==> src/rtl/hazard_pkg.sv <==
// Shared constants for the pipeline hazard scoreboard: defaults, forward-select encodings, entry layout.
package hazard_pkg;
   localparam int DEPTH_DEF      = 3;
   localparam int LOAD_STAGE_DEF = 2;
   localparam int REG_AW_DEF     = 5;

   localparam int FWD_RF = 0;

   // Destination part of an entry, carried by every tracked stage.
   localparam int E_VALID    = 0;
   localparam int E_REGWRITE = 1;
   localparam int E_IS_LOAD  = 2;
   localparam int E_RD       = 3;

   // Source part, held by stage 0 only, stored directly above the destination part.
   localparam int S_RS1_USE = 0;
   localparam int S_RS2_USE = 1;
   localparam int S_RS1     = 2;

   function automatic int s_rs2(input int aw);
      return S_RS1 + aw;
   endfunction

   function automatic int dst_w(input int aw);
      return E_RD + aw;
   endfunction

   function automatic int src_w(input int aw);
      return S_RS1 + 2 * aw;
   endfunction

   function automatic int entry_w(input int aw);
      return dst_w(aw) + src_w(aw);
   endfunction
endpackage

==> src/rtl/hazard_sb_entry.sv <==
// One scoreboard stage register: 1-cycle latency, freezes on hold, loads all-zero on bubble or reset.
module hazard_sb_entry #(
   parameter int W = 8
) (
   input  logic         clk,
   input  logic         rst,
   input  logic         hold,
   input  logic         bubble,
   input  logic [W-1:0] d,
   output logic [W-1:0] q
);
   always_ff @(posedge clk) begin
      if (rst)
         q <= '0;
      else if (!hold)
         q <= bubble ? '0 : d;
   end
endmodule

==> src/rtl/hazard_scoreboard.sv <==
// Hazard unit: combinational stall/flush/forward controls from a DEPTH-stage scoreboard, Hold freezes it.
// HAZARD_FORWARDING_EN selects forwarding; without it the unit is a pure interlock.
module hazard_scoreboard
   import hazard_pkg::*;
#(
   parameter int DEPTH      = DEPTH_DEF,
   parameter int REG_AW     = REG_AW_DEF,
   parameter int LOAD_STAGE = LOAD_STAGE_DEF,
   parameter int FWD_W      = $clog2(DEPTH)
) (
   input  logic              clk,
   input  logic              rst,
   input  logic              ValidD,
   input  logic [REG_AW-1:0] Rs1D,
   input  logic [REG_AW-1:0] Rs2D,
   input  logic              Rs1UseD,
   input  logic              Rs2UseD,
   input  logic [REG_AW-1:0] RdD,
   input  logic              RegWriteD,
   input  logic              IsLoadD,
   input  logic              PCSrcE,
   input  logic              Hold,
   output logic              StallF,
   output logic              StallD,
   output logic              FlushD,
   output logic              FlushE,
   output logic [FWD_W-1:0]  ForwardAE,
   output logic [FWD_W-1:0]  ForwardBE
);
   localparam int DW = dst_w(REG_AW);
   localparam int SW = src_w(REG_AW);

   logic [DEPTH-1:0][DW-1:0] dst;
   logic [DW-1:0]            dst_in;
   logic                     bubble0;
   logic                     hazard;

   function automatic logic producer_match(input logic [DW-1:0]     e,
                                           input logic [REG_AW-1:0] src,
                                           input logic              use_src);
      return use_src && e[E_VALID] && e[E_REGWRITE] &&
             (e[E_RD +: REG_AW] != '0) && (e[E_RD +: REG_AW] == src);
   endfunction

   assign dst_in  = {RdD, IsLoadD, RegWriteD, ValidD};
   assign bubble0 = FlushE | ~ValidD;

`ifdef HAZARD_FORWARDING_EN
   logic [SW-1:0]    src0;
   logic [DW+SW-1:0] e0_q;

   hazard_sb_entry #(.W(DW + SW)) u_entry0 (
      .clk    (clk),
      .rst    (rst),
      .hold   (Hold),
      .bubble (bubble0),
      .d      ({Rs2D, Rs1D, Rs2UseD, Rs1UseD, dst_in}),
      .q      (e0_q)
   );
   assign dst[0] = e0_q[DW-1:0];
   assign src0   = e0_q[DW +: SW];
`else
   hazard_sb_entry #(.W(DW)) u_entry0 (
      .clk    (clk),
      .rst    (rst),
      .hold   (Hold),
      .bubble (bubble0),
      .d      (dst_in),
      .q      (dst[0])
   );
`endif

   for (genvar k = 1; k < DEPTH; k++) begin : g_stage
      hazard_sb_entry #(.W(DW)) u_entry (
         .clk    (clk),
         .rst    (rst),
         .hold   (Hold),
         .bubble (1'b0),
         .d      (dst[k-1]),
         .q      (dst[k])
      );
   end

   // The last stage never hazards D: the register file writes before it is read.
   always_comb begin
      hazard = 1'b0;
      for (int s = 0; s < DEPTH; s++) begin
         if (ValidD && (producer_match(dst[s], Rs1D, Rs1UseD) ||
                        producer_match(dst[s], Rs2D, Rs2UseD))) begin
`ifdef HAZARD_FORWARDING_EN
            if (dst[s][E_IS_LOAD] && (s + 1 < LOAD_STAGE))
               hazard = 1'b1;
`else
            if ((s <= DEPTH - 2) || (dst[s][E_IS_LOAD] && (s + 1 < LOAD_STAGE)))
               hazard = 1'b1;
`endif
         end
      end
   end

   always_comb begin
      StallF = 1'b0;
      StallD = 1'b0;
      FlushD = 1'b0;
      FlushE = 1'b0;
      if (Hold) begin
         StallF = 1'b1;
         StallD = 1'b1;
      end else if (PCSrcE) begin
         FlushD = 1'b1;
         FlushE = 1'b1;
      end else if (hazard) begin
         StallF = 1'b1;
         StallD = 1'b1;
         FlushE = 1'b1;
      end
   end

`ifdef HAZARD_FORWARDING_EN
   // Scan oldest to youngest so the youngest eligible producer overrides.
   always_comb begin
      ForwardAE = FWD_W'(FWD_RF);
      ForwardBE = FWD_W'(FWD_RF);
      for (int k = DEPTH - 1; k >= 1; k--) begin
         if (producer_match(dst[k], src0[S_RS1 +: REG_AW], src0[S_RS1_USE]) &&
             (!dst[k][E_IS_LOAD] || (k >= LOAD_STAGE)))
            ForwardAE = FWD_W'(k);
         if (producer_match(dst[k], src0[s_rs2(REG_AW) +: REG_AW], src0[S_RS2_USE]) &&
             (!dst[k][E_IS_LOAD] || (k >= LOAD_STAGE)))
            ForwardBE = FWD_W'(k);
      end
   end
`else
   assign ForwardAE = FWD_W'(FWD_RF);
   assign ForwardBE = FWD_W'(FWD_RF);
`endif
endmodule

==> config.mk <==
export PLATFORM = sky130hd
export DESIGN_NAME = hazard_scoreboard
export DESIGN_NICKNAME = d
export VERILOG_FILES = /design/src/rtl/hazard_pkg.sv /design/src/rtl/hazard_sb_entry.sv /design/src/rtl/hazard_scoreboard.sv
export SDC_FILE = /design/constraint.sdc
export NUM_CORES = 1
export LEC_CHECK = 0
export ABC_AREA = 1
export BUFFER_PORTS_ARGS = -buffer_cell sky130_fd_sc_hd__buf_2
export CAP_MARGIN = 20
export CORE_MARGIN = 2
export CORE_UTILIZATION = 51
export DETAILED_ROUTE_END_ITERATION = 8
export GPL_TIMING_DRIVEN = 0
export PLACE_DENSITY = 0.8
export SYNTH_ARGS = -nofsm -noshare
export SYNTH_HDL_FRONTEND = slang
export SYNTH_SLANG_ARGS = --single-unit
==> constraint.sdc <==
create_clock -name clk -period 2 [get_ports clk]
set_clock_uncertainty 0.1 [all_clocks]
set_input_delay 0.2 -clock clk [delete_from_list [all_inputs] [get_ports clk]]
set_output_delay 0.2 -clock clk [all_outputs]
set_load 0.05 [all_outputs]
==> qor.yml <==
status:
  run_status: "finished, violations left"
  violations: "negative setup slack"
grt:
  grt_max_degree: 11
  grt_pass1_vias: 1053
  grt_pass1_wl_um: 4120
  overflow: 0
  gr-usage-all-layers: 0.261
  antenna_found_initial: 0
place:
  io_buffers: 26
  dp_slack_ps: 87.2
  hpwl_um: 1970
  gp_congestion: 0.860
  dpl_cell_area_um2: 1150
hold_path:
  worstHoldStart: "rst"
  min_path_type: "in2reg"
yosys:
  synth_cell_types: 16
  syn_inst: 175
  synth-edff-count: 0
  yosysSeqAreaShare: 0.287
  synth_area_um2: 976
  yosys_warnings: 0
  ys_ff_latch: 14
  ys.flop_type: "dfxtp_1"
  synthArstFlopShare: 0
  avgSynthCellArea_um2: 5.58
layout:
  most-common-layout-cells: "nand2_1, buf_2, inv_1"
  drive_gt1_frac: 0.333
  area_growth_syn_to_layout_pct: 35.5
  fin_nets: 241
  diodes: 0
  mostFrequentLayoutCell: "nand2_1"
  final_area_um2: 1320
clocking:
  cts.clk_slew.worst_paths_ps: 90
  htree_levels: 1
  worstSkewPairLatency_ps: 290
  cts_tree: "yes"
  cts_max_path_buffers: 2
  cts.sinks: 14
  cts_root_buf: "clkbuf_4"
  cts_buffers: 3
setup_path:
  crit_fanout: 5
  startpoint_type: "flip-flop"
  criticalPathCategory: "reg2out"
  arrival_ps: 1780
  critPathRequiredTime_ps: 1700
  reg2reg_from: "u_entry0.q[6]"
  critPathLaunch: "u_entry0.q[5]"
  critPathCaptureType: "output pin"
floorplanning:
  die_area_um2: 2280
  io_pins: 32
  die_y_um: 47.7
  core_area_um2: 1760
  rows: 15
  start_util: 0.553
  dieWidth_um: 47.7
sta:
  layout_setup_ws_ps: -81.8
  maxSlewViolCount: 0
  hold_viol_final: 0
  grt_setup_unrepaired: "true"
  timing.fmax_mhz: 480
  layout_min_cycle_time_ps: 2080
  setup_violations: 3
  period_share: 1.04
routing:
  routed_wl_um: 2670
  ant_nets: 0
  drt_iter0_drc: 25
  via_count: 1234
  drc: 0
  wl_per_cell_um: 11.1
  drtPass1Iterations: 4
  viasPerCell: 5.12
power:
  p_leak_nw: 0.685
  p_per_area_nw_per_um2: 528
  ir_drop_uv: 387
  finalPower_mw: 0.698
flow_run:
  max_cap_violations: 0
cell usage after synthesis, drive strengths merged (2+ instances only):
cell type	n	area share
a21oi	12	0.062
nand2	72	0.28
nand3	11	0.056
inv	24	0.092
a211oi	5	0.038
nor2	17	0.065
nor3	2	0.010
dfxtp	14	0.29
buf	5	0.038
clkbuf	3	0.012
nand4	6	0.038
worst paths after layout:
kind | endpoint | slack (ps) | depth (start not counted)
max | StallF | -80 | 12
min | g_stage[1].u_entry.q[5] | 40 | 2
max reg2reg | u_entry0.q[6] | 270 | 10
min reg2reg | u_entry0.q[0] | 390 | 2
critical path, stage by stage, from the launching register on:
cell and delay [ps]:
dfxtp_4 380, inv_2 50, nand2_1 80, nand2_1 70, nor2_1 120, nand3_1 90
nand2_1 70, nand2_1 70, nand2_2 90, nand2_2 70, o21ai_2 140, buf_4 140
buf_8 130
repair_timing:
| item | in CTS | in global routing |
|---|---|---|
| resized for setup | 22 | 12 |
| buffers inserted | 4 | 4 |
| setup endpoints to repair | 3 | 3 |
| hold buffers | 0 | 0 |
| pin swaps | 5 | 14 |
| endpoints found under the hold margin | 0 | 0 |
registers in the layout (all words and copies together) (netlist names):
| signal | flops |
|---|---|
| g_stage.u_entry.q | 7 |
| u_entry0.q | 7 |
area by class of cell:
| cell class | count | area (µm²) |
|---|---|---|
| clock buffers | 4 | 36.3 |
| plain buffers | 8 | 48.8 |
| flip-flops and latches | 14 | 312 |
| inverters | 25 | 97.6 |
| fillers | 153 | 442 |
| multi-input cells | 131 | 592 |
| well taps | 25 | 31.3 |
| repair buffers | 34 | 205 |
metal layers:
layer | global-route usage | wire length (µm) | up-vias
li1 | - | - | 628
met1 | 0.301 | 1070 | 528
met2 | 0.456 | 1310 | 68
met3 | 0.0528 | 203 | 10
met4 | 0.124 | 76 | 0
met5 | 0 | 0 | -
metrics by stage:
step	setup TNS (ps)	hold slack (ps)	instances	util
after floorplan	-11.4	178	178	-
after global placement	0	346	229	0.653
after detailed placement	0	354	229	0.653
after CTS	0	36.4	237	0.716
after global routing	-286	54.6	241	0.750
final	-113	42.7	241	0.750
where the power goes:
group          total (mW)  internal (mW)  switching [mW]
clock               0.211          0.111           0.100
combinational       0.188         0.0715           0.116
sequential          0.299          0.286          0.0136
cell families (layout without fill, tap and decap cells):
family	count (synthesis)	after routing	share of synthesized area
and+or+nand+nor	108	108	0.447
buffers and inverters	33	71	0.147
AOI/OAI and AO/OA	18	18	0.105
DFF	14	14	0.287
other	1	4	0.00384
xor gates and xnor gates	1	1	0.00898
No activity file was read; power rests on OpenSTA's default activity.
